**config.mk**
```make
export PLATFORM = sky130hd
export DESIGN_NAME = bcd_freq_synth
export DESIGN_NICKNAME = d
export VERILOG_FILES = /design/src/rtl/bcd_freq_synth.sv
export SDC_FILE = /design/constraint.sdc
export NUM_CORES = 1
export LEC_CHECK = 0
export BUFFER_PORTS_ARGS = -buffer_cell sky130_fd_sc_hd__buf_2
export CAP_MARGIN = 20
export CORE_MARGIN = 2
export CORE_UTILIZATION = 55
export DETAILED_ROUTE_END_ITERATION = 6
export PLACE_DENSITY_LB_ADDON = 0.3
export SKIP_LAST_GASP = 1
export SYNTH_ARGS = -nofsm -noshare
export SYNTH_HDL_FRONTEND = slang
export SYNTH_SLANG_ARGS = --single-unit
```
**constraint.sdc**
```tcl
create_clock -name clk -period 32.3 [get_ports clk]
set_clock_uncertainty 0.05 [all_clocks]
set_input_delay 0 -clock clk [delete_from_list [all_inputs] [get_ports clk]]
set_output_delay 0 -clock clk [all_outputs]
set_load 0.005 [all_outputs]
```
**src/rtl/bcd_freq_synth.sv**
```systemverilog
`default_nettype none
// +----------------------------------------------------------------------------+
// | Module      : bcd_freq_synth                                               |
// | Description : BCD frequency setpoint editor with a sequential BCD-to-binary |
// |               converter and divider that drives a glitch-free square wave. |
// |               Define BCD_FREQ_SYNTH_CURSOR_EN to enable the digit cursor.  |
// | Revision    : 1.0 - initial release                                        |
// +----------------------------------------------------------------------------+
module bcd_freq_synth #(
    parameter int          DIGITS = 6,
    parameter int unsigned CLK_HZ = 50_000_000,
    localparam int         CW     = (DIGITS > 1) ? $clog2(DIGITS) : 1
) (
    input  logic                clk,
    input  logic                rst_n,
    input  logic                inc,
    input  logic                dec,
    input  logic                cur_left,
    input  logic                cur_right,
    output logic [4*DIGITS-1:0] digits,
    output logic [CW-1:0]       cursor,
    output logic [31:0]         freq_bin,
    output logic                busy,
    output logic                square
);

    localparam logic [1:0]          c_st_idle    = 2'd0;
    localparam logic [1:0]          c_st_conv    = 2'd1;
    localparam logic [1:0]          c_st_div     = 2'd2;
    localparam logic [1:0]          c_st_load    = 2'd3;
    localparam logic [4*DIGITS-1:0] c_all_nines  = {DIGITS{4'h9}};
    localparam logic [31:0]         c_dividend   = 32'(CLK_HZ / 2);
    localparam logic [4:0]          c_last_digit = 5'(DIGITS - 1);
    localparam logic [CW-1:0]       c_cur_max    = CW'(DIGITS - 1);

    logic [4*DIGITS-1:0] r_digits;
    logic [CW-1:0]       w_cursor;
    logic [1:0]          r_state;
    logic [4:0]          r_cnt;
    logic [31:0]         r_acc;
    logic [31:0]         r_rem;
    logic [31:0]         r_q;
    logic [31:0]         r_freq;
    logic [31:0]         r_pend;
    logic [31:0]         r_half;
    logic [31:0]         r_gen_cnt;
    logic                r_square;

    logic [4*DIGITS-1:0] w_inc_digits;
    logic [4*DIGITS-1:0] w_dec_digits;
    logic [4*DIGITS-1:0] w_next_digits;
    logic                w_carry;
    logic                w_borrow;
    logic [4:0]          w_sum;
    logic [4:0]          w_diff;
    logic                w_change;
    logic [3:0]          w_conv_digit;
    logic [31:0]         w_acc_next;
    logic [32:0]         w_rem_sh;
    logic                w_q_bit;
    logic [31:0]         w_rem_next;

    // Ripple 10^cursor through the digits; a final carry/borrow means the
    // result left the representable range, so saturate.
    always_comb begin
        w_inc_digits = r_digits;
        w_dec_digits = r_digits;
        w_carry      = 1'b0;
        w_borrow     = 1'b0;
        w_sum        = '0;
        w_diff       = '0;
        for (int i = 0; i < DIGITS; i++) begin
            w_sum = {1'b0, r_digits[4*i +: 4]} + {4'd0, w_carry}
                  + ((CW'(i) == w_cursor) ? 5'd1 : 5'd0);
            w_carry = (w_sum > 5'd9);
            w_inc_digits[4*i +: 4] = w_carry ? 4'(w_sum - 5'd10) : w_sum[3:0];
            w_diff = {1'b0, r_digits[4*i +: 4]} - {4'd0, w_borrow}
                   - ((CW'(i) == w_cursor) ? 5'd1 : 5'd0);
            w_borrow = w_diff[4];
            w_dec_digits[4*i +: 4] = w_borrow ? 4'(w_diff + 5'd10) : w_diff[3:0];
        end
        if (w_carry)  w_inc_digits = c_all_nines;
        if (w_borrow) w_dec_digits = '0;
    end

    assign w_next_digits = inc ? w_inc_digits : w_dec_digits;
    assign w_change      = (inc ^ dec) && (w_next_digits != r_digits);

    always_ff @(posedge clk or negedge rst_n) begin
        if (!rst_n)        r_digits <= '0;
        else if (w_change) r_digits <= w_next_digits;
    end

`ifdef BCD_FREQ_SYNTH_CURSOR_EN
    logic [CW-1:0] r_cursor;

    always_ff @(posedge clk or negedge rst_n) begin
        if (!rst_n)
            r_cursor <= '0;
        else if (cur_left && !cur_right && r_cursor != c_cur_max)
            r_cursor <= r_cursor + 1'b1;
        else if (cur_right && !cur_left && r_cursor != '0)
            r_cursor <= r_cursor - 1'b1;
    end

    assign w_cursor = r_cursor;
`else
    logic w_unused_cursor;

    assign w_unused_cursor = cur_left | cur_right;
    assign w_cursor        = '0;
`endif

    always_comb begin
        w_conv_digit = '0;
        for (int i = 0; i < DIGITS; i++) begin
            if (5'(DIGITS - 1 - i) == r_cnt) w_conv_digit = r_digits[4*i +: 4];
        end
    end

    assign w_acc_next = (r_acc << 3) + (r_acc << 1) + {28'd0, w_conv_digit};
    assign w_rem_sh   = {r_rem, c_dividend[5'd31 - r_cnt]};
    assign w_q_bit    = (w_rem_sh >= {1'b0, r_acc});
    assign w_rem_next = w_q_bit ? 32'(w_rem_sh - {1'b0, r_acc}) : w_rem_sh[31:0];

    // Any new setpoint pre-empts whatever stage is running.
    always_ff @(posedge clk or negedge rst_n) begin
        if (!rst_n) begin
            r_state <= c_st_idle;
            r_cnt   <= '0;
            r_acc   <= '0;
            r_rem   <= '0;
            r_q     <= '0;
            r_freq  <= '0;
            r_pend  <= '0;
        end else if (w_change) begin
            r_state <= c_st_conv;
            r_cnt   <= '0;
            r_acc   <= '0;
        end else begin
            case (r_state)
                c_st_conv: begin
                    r_acc <= w_acc_next;
                    if (r_cnt == c_last_digit) begin
                        r_cnt   <= '0;
                        r_rem   <= '0;
                        r_q     <= '0;
                        r_state <= (w_acc_next == '0) ? c_st_load : c_st_div;
                    end else begin
                        r_cnt <= r_cnt + 5'd1;
                    end
                end
                c_st_div: begin
                    r_rem <= w_rem_next;
                    r_q   <= {r_q[30:0], w_q_bit};
                    if (r_cnt == 5'd31) r_state <= c_st_load;
                    else                r_cnt   <= r_cnt + 5'd1;
                end
                c_st_load: begin
                    r_freq  <= r_acc;
                    r_pend  <= (r_acc == '0) ? '0 : ((r_q == '0) ? 32'd1 : r_q);
                    r_state <= c_st_idle;
                end
                default: r_state <= c_st_idle;
            endcase
        end
    end

    // New half-periods are only adopted at a toggle or from idle, so no runts.
    always_ff @(posedge clk or negedge rst_n) begin
        if (!rst_n) begin
            r_half    <= '0;
            r_gen_cnt <= '0;
            r_square  <= 1'b0;
        end else if (r_half == '0) begin
            r_half    <= r_pend;
            r_gen_cnt <= '0;
            r_square  <= 1'b0;
        end else if (r_gen_cnt == r_half - 32'd1) begin
            r_gen_cnt <= '0;
            r_half    <= r_pend;
            r_square  <= (r_pend == '0) ? 1'b0 : ~r_square;
        end else begin
            r_gen_cnt <= r_gen_cnt + 32'd1;
        end
    end

    assign digits   = r_digits;
    assign cursor   = w_cursor;
    assign freq_bin = r_freq;
    assign busy     = (r_state != c_st_idle);
    assign square   = r_square;

endmodule
`default_nettype wire

```
### After elaboration in Yosys (flattened, before gate mapping)

Memory sizes are Yosys's and may differ from the RTL's.
Index checks and enable logic that the tools add are counted.

| storage, ports and cells | value |
|---|---|
| word-level logic and storage cells | 128 |
| bits of input ports | 6 |
| output and inout port bits | 61 |
| register bits after elaboration | 256 |
| ROM bits | 32 |
| memories kept | 1 |

| cells by class | value |
|---|---|
| multiplexer cells | 44 |
| magnitude comparators | 8 |
| reductions and logical operators | 16 |
| equal/unequal tests | 16 |
| bitwise operators | 3 |
| add/sub/neg operators | 29 |

Memories:

| memory | words | width | read ports | clocked after Yosys merged registers in | wr ports | line | RTL |
|---|---|---|---|---|---|---|---|
| (name not given) | 32 | 1 | 1 | 0 | 0 | 122 | `assign w_rem_sh = {r_rem, c_dividend[5'd31 - r_cnt]};` |

Operators by type and width:

| kind | number |
|---|---|
| $mux W32 | 10 |
| $logic_not A32 Y1 | 5 |
| $pmux W32 S2 | 2 |
| $mux W24 | 3 |
| $mux W4 | 16 |
| $ge A33 B32 Y1 | 1 |
| $add A32 B1 Y32 const B | 1 |
| $add A32 B32 Y32 | 1 |
| $add A32 B4 Y32 | 1 |
| $eq A32 B32 Y1 | 1 |
| $sub A32 B1 Y32 const B | 1 |
| $sub A32 B32 Y32 | 1 |
| $gt A5 B4 Y1 const B | 6 |
| $add A4 B1 Y5 | 5 |
| $sub A4 B1 Y5 | 5 |
| $ne A24 B24 Y1 | 1 |
| $add A4 B4 Y4 const B | 5 |
| $sub A4 B4 Y4 const B | 5 |
| $mux W5 | 3 |
| $eq A2 B5 Y1 const A | 2 |
| $eq A3 B5 Y1 const A | 2 |
| $pmux W5 S2 | 1 |
| $ne A3 B3 Y1 const B | 3 |
| $reduce_bool A2 Y1 | 4 |
| 21 further kinds | 31 |

### Logic depth before layout (Yosys ltp)

Gate-level depths: netlist of run 1.

| depth | value |
|---|---|
| word-level depth | 18 |
| gate-level depth with buffers | 53 |

### Least setup slack after synthesis of run 1

OpenSTA, ideal clock, no wires.

| timing path | value |
|---|---|
| kind | register -> register |
| from | register r_digits[1], in the netlist digits[1] |
| to | register r_q[0] |
| clock period less this slack | 10576 ps |
| data required time | 32130 ps |
| cell stages (with the launch flop) | 51 |
| setup time | 120 ps |
| path buffers | 9 |
| path slack | 21724 ps |
| arrival | 10406 ps |
| path through | dfrtp_1 > clkbuf_1 > inv_1 > ha_1 > clkbuf_1 > inv_1 > ha_1 > nor2b_1 > o21ai_0 > a21oi_1 > o211ai_1 > inv_1 > ha_1 > ha_1 > or2_2 > a21oi_1 > a311oi_1 > ha_1 > (+15 left out) > or2_2 > a21oi_1 > a211oi_1 > ha_1 > ha_1 > clkbuf_1 > o21a_1 > nor2_1 > o31ai_1 > clkbuf_1 > o22ai_1 > or4_1 > a2111oi_0 > a41oi_1 > clkbuf_1 > clkbuf_1 > o21a_1 > a31o_2 |

| between the ends | value |
|---|---|
| longest elaborated chain between the ends | 18 |

Ends and longest elaborated chain:

| element | line | RTL |
|---|---|---|
| from (decl) | 36 | `logic [4*DIGITS-1:0] r_digits;` |
| from (signal assigned) | 91 | `else if (w_change) r_digits <= w_next_digits;` |
| $add A4 B1 Y5 | 74 | `+ ((CW'(i) == w_cursor) ? 5'd1 : 5'd0);` |
| $gt A5 B4 Y1 | 75 | `w_carry = (w_sum > 5'd9);` |
| $add A4 B1 Y5 | 73 | `w_sum = {1'b0, r_digits[4*i +: 4]} + {4'd0, w_carry}` |
| $gt A5 B4 Y1 | 75 |  |
| $add A4 B1 Y5 | 73 |  |
| $gt A5 B4 Y1 | 75 |  |
| $add A4 B1 Y5 | 73 |  |
| $gt A5 B4 Y1 | 75 |  |
| (+2 left out) | - |  |
| $add A4 B1 Y5 | 73 |  |
| $gt A5 B4 Y1 | 75 |  |
| $mux W24 | 82 | `if (w_carry) w_inc_digits = c_all_nines;` |
| $mux W24 | 86 | `assign w_next_digits = inc ? w_inc_digits : w_dec_digits;` |
| $ne A24 B24 Y1 (*) | 87 | `assign w_change = (inc ^ dec) && (w_next_digits != r_digits);` |
| $logic_and A1 B1 Y1 (*) | 87 |  |
| $not A1 Y1 (no line) (*) | - |  |
| $reduce_and A3 Y1 (no line) (*) | - |  |
| to (signal assigned) | 155 | `r_q <= {r_q[30:0], w_q_bit};` |
| to (decl) | 42 | `logic [31:0] r_q;` |

Every way passes the cells marked *; elsewhere a longest branch is shown, timed or not.
A chain may end at the register's enable or synchronous reset.

### Final worst setup path of run 1

| timing path | value |
|---|---|
| from | register r_digits[1], in the netlist digits[1] |
| to | register r_rem[31] |

| between the ends | value |
|---|---|
| longest elaborated chain between the ends | 18 |

Ends and longest elaborated chain:

| element | line | RTL |
|---|---|---|
| $add A4 B1 Y5 | 74 |  |
| $gt A5 B4 Y1 | 75 |  |
| $add A4 B1 Y5 | 73 |  |
| $gt A5 B4 Y1 | 75 |  |
| $add A4 B1 Y5 | 73 |  |
| $gt A5 B4 Y1 | 75 |  |
| $add A4 B1 Y5 | 73 |  |
| $gt A5 B4 Y1 | 75 |  |
| (+2 left out) | - |  |
| $add A4 B1 Y5 | 73 |  |
| $gt A5 B4 Y1 | 75 |  |
| $mux W24 | 82 |  |
| $mux W24 | 86 |  |
| $ne A24 B24 Y1 (*) | 87 |  |
| $logic_and A1 B1 Y1 (*) | 87 |  |
| $not A1 Y1 (no line) (*) | - |  |
| $reduce_and A3 Y1 (no line) (*) | - |  |
| to (signal assigned) | 154 | `r_rem <= w_rem_next;` |
| to (decl) | 41 | `logic [31:0] r_rem;` |

Marked as above.

==> results.ini, run 1 <==
[outcome]
outcome = finished clean

[power]
p_int_mw = 1.33
pwr-share-comb_pct = 62.4
power_mw = 2.54
p_leak_nw = 9.33
switchingPower_mw = 1.21
p_clk_share_pct = 14.4
p_seq_share_pct = 23.2
power_density_nw_per_um2 = 123
peakVddDrop_uv = 127
p_sw_share_pct = 47.6

[critical_path]
crit_path_start = digits[1]
path_class = reg2reg
crit_path_start_kind = flip-flop
crit_required_ps = 32730
r2r_end = r_rem[31]
cp_max_fo = 81
cp_slowest_stage_delay_ps = 840
ff2ff_path_depth = 45
cp.arrival_ps = 13720
r2r-start = digits[1]
r2r_setup_slack_ps = 19010
crit_top_cell = ha_1
worst_path_max_delay_cell = a2111oi_0
crit_path_end_kind = flip-flop

[final_layout]
fin_cells = 2681
layout.nets = 2350
diodes = 0
drive_above_1_share_pct = 8.45
final_area_um2 = 20600
fillCellCount = 2934
area_growth_pct = 8.46
final_core_util_pct = 60.2

[floorplanning]
start_util_pct = 55.5
core-area_um2 = 34300
die_area_um2 = 36100
dieHeight_um = 190
fp-row-count = 68
die_x_um = 190
ioPinCount = 67

[yosys]
netlist_area_um2 = 19000
synthTopCellsByCount = 276 x o21ai_0, 256 x dfrtp_1, 195 x nor2_1, 167 x nand2_1, 137 x ha_1
synth_top_family_by_area = compound AO/OA/AOI/OAI gates
synthArstFlopShare_pct = 100
synth_edf_count = 0
ys_types = 80
synth_area_leaders = dfrtp_1 34%, ha_1 9.0%, o21ai_0 7.3%, xnor2_1 4.3%, nor2_1 3.8%
yosysWarnings = 0
synth_xor_area_share_pct = 6.95
netlist_instances = 2230
yosysMostFrequentCell = o21ai_0
ys_seq_elements = 256
synthAdderAreaFrac_pct = 9.32
yosys.area.top_type = dfrtp_1
synth-simple-area-share_pct = 17.1
synth-seq-area-share_pct = 33.7
synth_compound_area_share_pct = 22.3
avgSynthCellArea_um2 = 8.53
synth_top_area_share_pct = 33.7
synthMuxAreaShare_pct = 5.75
synth-main-ff-cell = dfrtp_1

[global_routing]
antenna_found_initial = 0
gr-total-overflow = 0
grt_max_degree = 116
grt_first_pass_wirelength_mm = 81.9
grt_usage_pct = 27.3
grt_pass1_vias = 16100

[placement]
dp.cells = 2623
pre_cts_ws_ps = 19230
gp_congestion = 0.944
dp_hpwl_mm = 34.8
place_area_um2 = 19500
port_buffers = 61

[routing]
wl_per_cell_um = 18.5
viasPerCell = 6.29
vias = 16900
postRouteAntennaNets = 0
drt-initial-drc-count = 1325
drc = 0
drt_first_pass_iters = 6
wl_mm = 49.7

[clock_network]
path_clk_slew_ps = 70
cts_setup_buffers = 0
ctsHtreeMaxLevel = 1
numCtsBuffers = 28
cts.sinks = 256
cts-root-buf = clkbuf_16
clk_latency_ps = 570
clockBufferDepth = 3
cts-resized-gates = 0
ctsHoldBuffers = 3
cts_tree = built

[sta]
final-max-slew-violation-count = 0
hold_viol_final = 0
fmax_mhz = 75.2
finalSetupViolCount = 0
setup-tns-final_ps = 0
slew_headroom_pct = 22.7
fin_crit_sh_pct = 41.2
setup_slack_ps = 19010
rsz0062_at_grt = no
tightest_slew_ps = 1130
fin_worst_hold_slack_ps = 25.1
post-route-min-period_ps = 13290

[hold_path]
hold_path.class = in2async

[run]
maxCapViolCount = 0

routing by layer:
layer  GRT usage (%)  wire, um  vias to the layer above
met3            2.97      2640                      109
met1            36.6     21900                     8152
met4            8.26      1410                        0
met2            46.5     23700                      539
met5               0         0                        -
li1                -         -                     8052
kinds of logic after synthesis:
kind of cell             count (synthesis)
flip-flops                             256
other                                    1
adder cells (fa/ha/maj)                140
AND/OR/NAND/NOR                        670
XOR/XNOR                               151
buffers and inverters                  231
AO/OA/AOI/OAI                          681
multiplexers                           100
power by group through the flow:
stage	Clock [mW]	Combinational [mW]	Sequential, mW
floorplan	0	1.24	0.521
global placement	0	1.50	0.583
detailed placement	0	1.54	0.590
CTS	0.372	1.56	0.586
global route	0.387	1.75	0.607
finish	0.366	1.59	0.590
state kept, by name, summed over array words and instances (netlist names):
register,count
r_q,32
r_pend,32
square,1
r_state,2
r_gen_cnt,32
r_half,32
freq_bin,32
digits,24
r_rem,32
r_acc,32
r_cnt,5
area by class of cell:
cell class                 count  area [um^2]  share of cell area (%)
clock buffer                  38          788                    3.82
clock inverter                14          267                    1.29
inverter                      89          334                    1.62
multi-input combinational   1745        11700                    56.9
sequential                   256         6410                    31.0
tap                          455          569                    2.76
timing repair buffer          84          536                    2.59
placed cells by master (no fill, tap or decap), drive strengths merged, types with 10 or more instances in the layout:
cell / n
nand2b: 27
clkbuf: 38
nor3: 42
o21ai: 276
xor2: 57
inv: 88
o2bb2ai: 31
a211oi: 23
xnor2: 94
o31ai: 11
a31oi: 24
buf: 81
or2: 10
a22oi: 12
nor3b: 11
o22ai: 16
mux2: 35
o211ai: 16
nor2b: 21
o21a: 14
ha: 137
a22o: 13
a311oi: 12
and3: 20
a21oi: 126
nand3: 54
dfrtp: 256
or4: 12
nand4: 26
nor2: 195
a21o: 29
mux2i: 65
or3: 12
nand2: 168
nor4: 42
how the worst max path moves through the flow:
stage	end	slack, ps	depth (start not counted)
global route	r_rem[31]	18190	45
global placement	freq_bin[31]	19490	43
CTS	freq_bin[31]	19150	43
finish	r_rem[31]	19010	45
floorplan	r_q[0]	21720	50
detailed placement	freq_bin[31]	19230	43
worst max-delay path: cells and delay by family, from the launching register on:
| family | cells | cell delay [ps] |
|---|---|---|
| AND/OR/NAND/NOR | 9 | 2280 |
| buffers and inverters | 7 | 1480 |
| adder cells (fa/ha/maj) | 12 | 4180 |
| XOR/XNOR | 1 | 140 |
| AO/OA/AOI/OAI | 16 | 4360 |
| flip-flops | 1 | 660 |
No activity file was read; power rests on OpenSTA's default activity.
==> run 2, diff against run 1 <==
ABC_AREA = 1   (was unset)
clock period = 13 ns   (was 32.3 ns; I/O delays follow)
==> run 2 against run 1 <==
Global-route usage grew 1.9 points; critical endpoint is now r_q[18]; largest cell class unchanged; clock power grew 140%; critical path depth rose by 9; highest routed layer unchanged; largest power group unchanged.
==> results.ini, run 2 <==
[clock_network]
clk_latency_ps = 590  ; +20 ps
path_clk_slew_ps = 60  ; about the same
cts-resized-gates = 0  ; unchanged
cts-root-buf = clkbuf_16
cts_setup_buffers = 0  ; unchanged
ctsHtreeMaxLevel = 1  ; unchanged
cts.sinks = 256  ; unchanged
clockBufferDepth = 3  ; unchanged
cts_tree = built
numCtsBuffers = 29  ; +3.6%

[yosys]
ys_seq_elements = 256  ; unchanged
synth_top_family_by_area = simple AND/OR/NAND/NOR gates
synthAdderAreaFrac_pct = 9.18  ; -0.14 points
yosys.area.top_type = dfrtp_1
yosysWarnings = 0  ; unchanged
netlist_area_um2 = 19300  ; +1.5%
synth-simple-area-share_pct = 33.4  ; +16 points
synth-seq-area-share_pct = 33.2  ; -0.51 points
synthTopCellsByCount = 884 x nand2_1, 329 x inv_1, 256 x dfrtp_1, 249 x nor2_1, 207 x nand3_1
synth_area_leaders = dfrtp_1 33%, nand2_1 17%, ha_1 8.9%, inv_1 6.4%, nand3_1 5.4%
avgSynthCellArea_um2 = 6.88  ; -19%
ys_types = 50  ; -38%
synth-main-ff-cell = dfrtp_1
synth_top_area_share_pct = 33.2  ; -0.51 points
netlist_instances = 2808  ; +26%
synthArstFlopShare_pct = 100  ; unchanged
synth_xor_area_share_pct = 4.99  ; -2.0 points
synth_edf_count = 0  ; unchanged
synthMuxAreaShare_pct = 0  ; -5.7 points
synth_compound_area_share_pct = 10.5  ; -12 points
yosysMostFrequentCell = nand2_1

[critical_path]
ff2ff_path_depth = 54  ; +20%
r2r-start = digits[1]
path_class = reg2reg
r2r_setup_slack_ps = 2600  ; -16410 ps
r2r_end = r_q[18]
crit_path_end_kind = flip-flop
crit_path_start_kind = flip-flop
cp.arrival_ps = 10880  ; -2840 ps
cp_slowest_stage_delay_ps = 740  ; -100 ps
crit_top_cell = nand2_1
crit_required_ps = 13480  ; -19250 ps
cp_max_fo = 63  ; -22%
worst_path_max_delay_cell = nand2_2

[sta]
tightest_slew_ps = 980  ; -151 ps
post-route-min-period_ps = 10400  ; -2890 ps
fin_crit_sh_pct = 80.0  ; +39 points
setup-tns-final_ps = 0  ; unchanged
slew_headroom_pct = 34.5  ; +12 points
fmax_mhz = 96.1  ; +28%
hold_viol_final = 0  ; unchanged
final-max-slew-violation-count = 0  ; unchanged
finalSetupViolCount = 0  ; unchanged
rsz0062_at_grt = no

[power]
p_leak_nw = 11.1  ; +19%
power_density_nw_per_um2 = 226  ; +84%
peakVddDrop_uv = 211  ; +66%

[final_layout]
drive_above_1_share_pct = 5.88  ; -2.6 points
area_growth_pct = 8.70
final_common_cell = nand2_1
layout.nets = 2982  ; +27%
diodes = 0  ; unchanged
final_cell_mix = 883 x nand2_1, 329 x inv_1, 256 x dfrtp_1
fillCellCount = 3255  ; +11%
fin_cells = 3312  ; +24%

[routing]
drc = 0  ; unchanged
drt_first_pass_iters = 6  ; unchanged
vias = 18500  ; +9.8%
viasPerCell = 5.58  ; -11%
postRouteAntennaNets = 0  ; unchanged
wl_mm = 52.6  ; +5.9%
wl_per_cell_um = 15.9  ; -14%
drt-initial-drc-count = 1527  ; +15%

[floorplanning]
core-area_um2 = 34500  ; +0.74%
dieHeight_um = 191  ; +0.75%
die_area_um2 = 36600  ; +1.5%
ioPinCount = 67  ; unchanged
start_util_pct = 55.9  ; +0.44 points
fp-row-count = 68  ; unchanged
die_x_um = 191  ; +0.75%

[run]
maxCapViolCount = 0  ; unchanged

[placement]
dp.cells = 3255  ; +24%
dp_hpwl_mm = 39.2  ; +13%
gp_congestion = 0.964  ; +2.2%
port_buffers = 61  ; unchanged

[global_routing]
antenna_found_initial = 0  ; unchanged
grt_max_degree = 120  ; +3.4%
grt_first_pass_wirelength_mm = 87.1  ; +6.4%
grt_pass1_vias = 17200  ; +6.6%
gr-total-overflow = 0  ; unchanged
grt_usage_pct = 29.2  ; +1.9 points

[hold_path]
hold_path.class = in2async

[outcome]
outcome = finished clean

-- run 2: changes by cell type in the layout (fill, tap and decap cells not counted), moves of 56 or more --
cell,before,now
a21oi_1,125,69
mux2i_1,65,0
o21ai_0,276,192
inv_1,88,329
nand3_1,54,206
nand2_1,167,883
-- run 2: logic make-up after synthesis --
kind of cell	Yosys count
AND/OR/NAND/NOR	1518
other	1
buffers and inverters	419
flip-flops	256
XOR/XNOR	107
AO/OA/AOI/OAI	367
adder cells (fa/ha/maj)	140
-- run 2: worst max-delay path by stage --
stage	to	from	slack, ps	depth (start not counted)
2_1_floorplan	freq_bin[0]	digits[0]	5660	53
4_1_cts	r_q[18]	digits[1]	2580	54
5_1_grt	r_q[19]	digits[1]	1580	54
6_report	r_q[18]	digits[1]	2600	54
3_5_place_dp	r_q[18]	digits[1]	2610	54
3_3_place_gp	r_q[28]	digits[1]	3070	54
-- run 2: metal layers --
metal	global-route usage, %	share of wire [%]	routed length, um	vias up
met1	42.8	47	24800	8647
met3	3.87	7.2	3810	76
met2	45.7	44	23000	556
met5	0	0	0	-
li1	-	-	-	9217
met4	7.10	1.9	976	0
-- run 2: critical path: cells and delay by family (launching register included) --
kind | cells | cell delay [ps]
flops | 1 | 500
fa+ha+maj | 12 | 3310
simple gates | 34 | 5080
buf+inv | 8 | 1340
-- run 2: power by group --
| part | internal [mW] | total, mW | switching, mW |
|---|---|---|---|
| Sequential | 0.927 | 1.08 | 0.152 |
| Combinational | 0.936 | 2.78 | 1.84 |
| Clock | 0.538 | 0.893 | 0.356 |
| Total | 2.40 | 4.75 | 2.35 |
-- run 2: metrics by stage --
stage	util [%]	cell area, um^2	power (mW)	hold WS, ps	worst slack, ps
finish	60.8	21000	4.75	51.9	2600
detailed placement	57.6	19900	3.79	108	2610
global route	60.8	21000	5.19	137	1580
CTS	60.6	20900	4.72	91.4	2580
floorplan	-	19300	3.12	-346	5660
global placement	57.6	19900	3.74	103	3070
-- run 2: timing repair --
action | CTS | global route
endpoints found under the setup margin | 0 | 0
hold endpoints to repair | 125 | 0
hold buffers | 3 | 0
-- run 2: cell type report --
cell class	count	area [um^2]	share of cell area [%]
tap	455	569	2.71
clock inverter	15	229	1.09
clock buffer	37	806	3.84
timing repair buffer	77	483	2.30
multi-input combinational	2135	11200	53.5
inverter	337	1260	6.02
sequential	256	6410	30.5
==> run 3, diff against run 2 <==
clock period = 9 ns   (was 13 ns; I/O delays follow)
==> run 3 against run 2 <==
Clock power up 56%; combinational power grew 51%; clock-buffer cell count down 2; register-to-register slack lost 2100 ps; sequential power increased by 44%; setup slack worse by 2100 ps; routed wire length grew 5.0%; final cell count is 1.0% higher; critical path depth decreased by 2; non-clock buffer count increased by 25; sequential cell count unchanged; die area did not move; highest routed layer unchanged.
==> results.ini, run 3 (synthesis results as in run 2) <==
[routing]
postRouteAntennaNets = 0  ; unchanged
drc = 0  ; unchanged
wl_per_cell_um = 16.5  ; +4.0%
drt-initial-drc-count = 1506  ; -1.4%
wl_mm = 55.2  ; +5.0%
vias = 18900  ; +2.3%
viasPerCell = 5.65  ; +1.2%
drt_first_pass_iters = 7  ; +1

[clock_network]
clk_latency_ps = 590  ; about the same
cts-root-buf = clkbuf_16
path_clk_slew_ps = 60  ; about the same
clockBufferDepth = 3  ; unchanged
cts_tree = built
numCtsBuffers = 29  ; unchanged
ctsHtreeMaxLevel = 1  ; unchanged
cts.sinks = 256  ; unchanged

[sta]
tightest_slew_ps = 1300  ; +321 ps
fin_worst_hold_slack_ps = 415  ; +363 ps
fmax_mhz = 118  ; +23%
slew_headroom_pct = 13.3  ; -21 points
post-route-min-period_ps = 8490  ; -1920 ps
setup-tns-final_ps = 0  ; unchanged
hold_viol_final = 0  ; unchanged
final-max-slew-violation-count = 0  ; unchanged
fin_crit_sh_pct = 94.3  ; +14 points
finalSetupViolCount = 0  ; unchanged

[critical_path]
worst_path_max_delay_cell = dfrtp_2
cp.arrival_ps = 8870  ; -2010 ps
cp_max_fo = 13  ; -79%
cp_slowest_stage_delay_ps = 390  ; -350 ps
path_class = reg2reg
r2r-start = digits[0]
crit_path_start = digits[0]
crit_path_end_kind = flip-flop
crit_required_ps = 9380  ; -4100 ps
crit_path_start_kind = flip-flop

[global_routing]
gr-total-overflow = 0  ; unchanged
grt_busiest_layer = met2
grt_max_degree = 167  ; +39%
globalRouteMet2Util_pct = 46.4  ; +0.71 points
grt_first_pass_wirelength_mm = 86.6  ; -0.63%
grt_usage_pct = 28.9  ; -0.34 points
met1_usage_pct = 41.2  ; -1.6 points
grt_pass1_vias = 17400  ; +1.2%
antenna_found_initial = 0  ; unchanged
met3_usage_pct = 3.84  ; -0.037 points

[final_layout]
drive_above_1_share_pct = 7.37  ; +1.5 points
layout.nets = 3015  ; +1.1%
diodes = 0  ; unchanged
final_cell_mix = 878 x nand2_1, 326 x inv_1, 254 x dfrtp_1
final_common_cell = nand2_1
area_growth_pct = 12.3

[placement]
port_buffers = 61  ; unchanged
dp_hpwl_mm = 39.3  ; +0.26%
gp_congestion = 0.968  ; +0.34%

[floorplanning]
die_area_um2 = 36600  ; unchanged
dieHeight_um = 191  ; unchanged
start_util_pct = 55.9  ; unchanged
fp-row-count = 68  ; unchanged
ioPinCount = 67  ; unchanged
die_x_um = 191  ; unchanged
core-area_um2 = 34500  ; unchanged

[power]
power_mw = 7.15  ; +51%
p_leak_nw = 11.4  ; +2.4%
power_density_nw_per_um2 = 330  ; +46%
peakVddDrop_uv = 391  ; +86%

[run]
maxCapViolCount = 0  ; unchanged

[hold_path]
hold_path.class = in2reg
min_from = inc

[outcome]
outcome = finished clean

## run 3: final cells by class
class | instances | area (um^2)
inverter | 337 | 1280
clock buffer | 35 | 768
timing repair buffer | 102 | 900
fill | 3151 | 12900
multi-input combinational | 2141 | 11400
tap | 455 | 569
clock inverter | 18 | 350
timing repair inverter | 2 | 15.0
sequential | 256 | 6410
## run 3: path summary, 6_finish.rpt
check,slack (ps),depth (start not counted),to
worst max-delay path,510,52,freq_bin[31]
worst min-delay path,410,6,digits[0]
worst max register to register,510,52,freq_bin[31]
worst min register to register,420,2,r_half[7]
max in group asynchronous,7050,4,digits[0]
min in group asynchronous,490,3,r_rem[21]
## run 3: repair_timing
action / 4_1_cts / 5_1_grt
cloned: 0 / 17
gates resized for setup: 1 / 46
endpoints found under the setup margin: 5 / 191
setup buffers: 0 / 12
hold buffers: 5 / 0
pin swaps: 0 / 5
hold endpoints to repair: 98 / 0
## run 3: critical path: cells and delay by family (launching register included)
kind                       cells  cell delay [ps]
adders and majority gates     12             3150
buffers and inverters          9             1220
DFF                            1              390
and+or+nand+nor               30             3380
AOI/OAI and AO/OA              1               90
## run 3: stage by stage
step	instances	util (%)	setup slack [ps]	cell area [um^2]
floorplan	2810	-	1660	19300
global placement	3258	57.7	370	19900
detailed placement	3258	57.7	5.96	19900
CTS	3316	61.1	71.5	21100
global route	3346	62.8	-41.5	21700
finish	3346	62.8	515	21700
## run 3: layer usage
layer / wire length [um] / share of wire, %
met2: 25300 / 46
met5: 0 / 0
met3: 3720 / 6.7
met1: 25200 / 46
met4: 1060 / 1.9
## run 3: power breakdown
| group | leakage (nW) | switching [mW] | internal [mW] |
|---|---|---|---|
| Combinational | 7.50 | 2.75 | 1.46 |
| Sequential | 3.36 | 0.216 | 1.34 |
| Clock | 0.527 | 0.519 | 0.871 |
| Total | 11.4 | 3.48 | 3.67 |
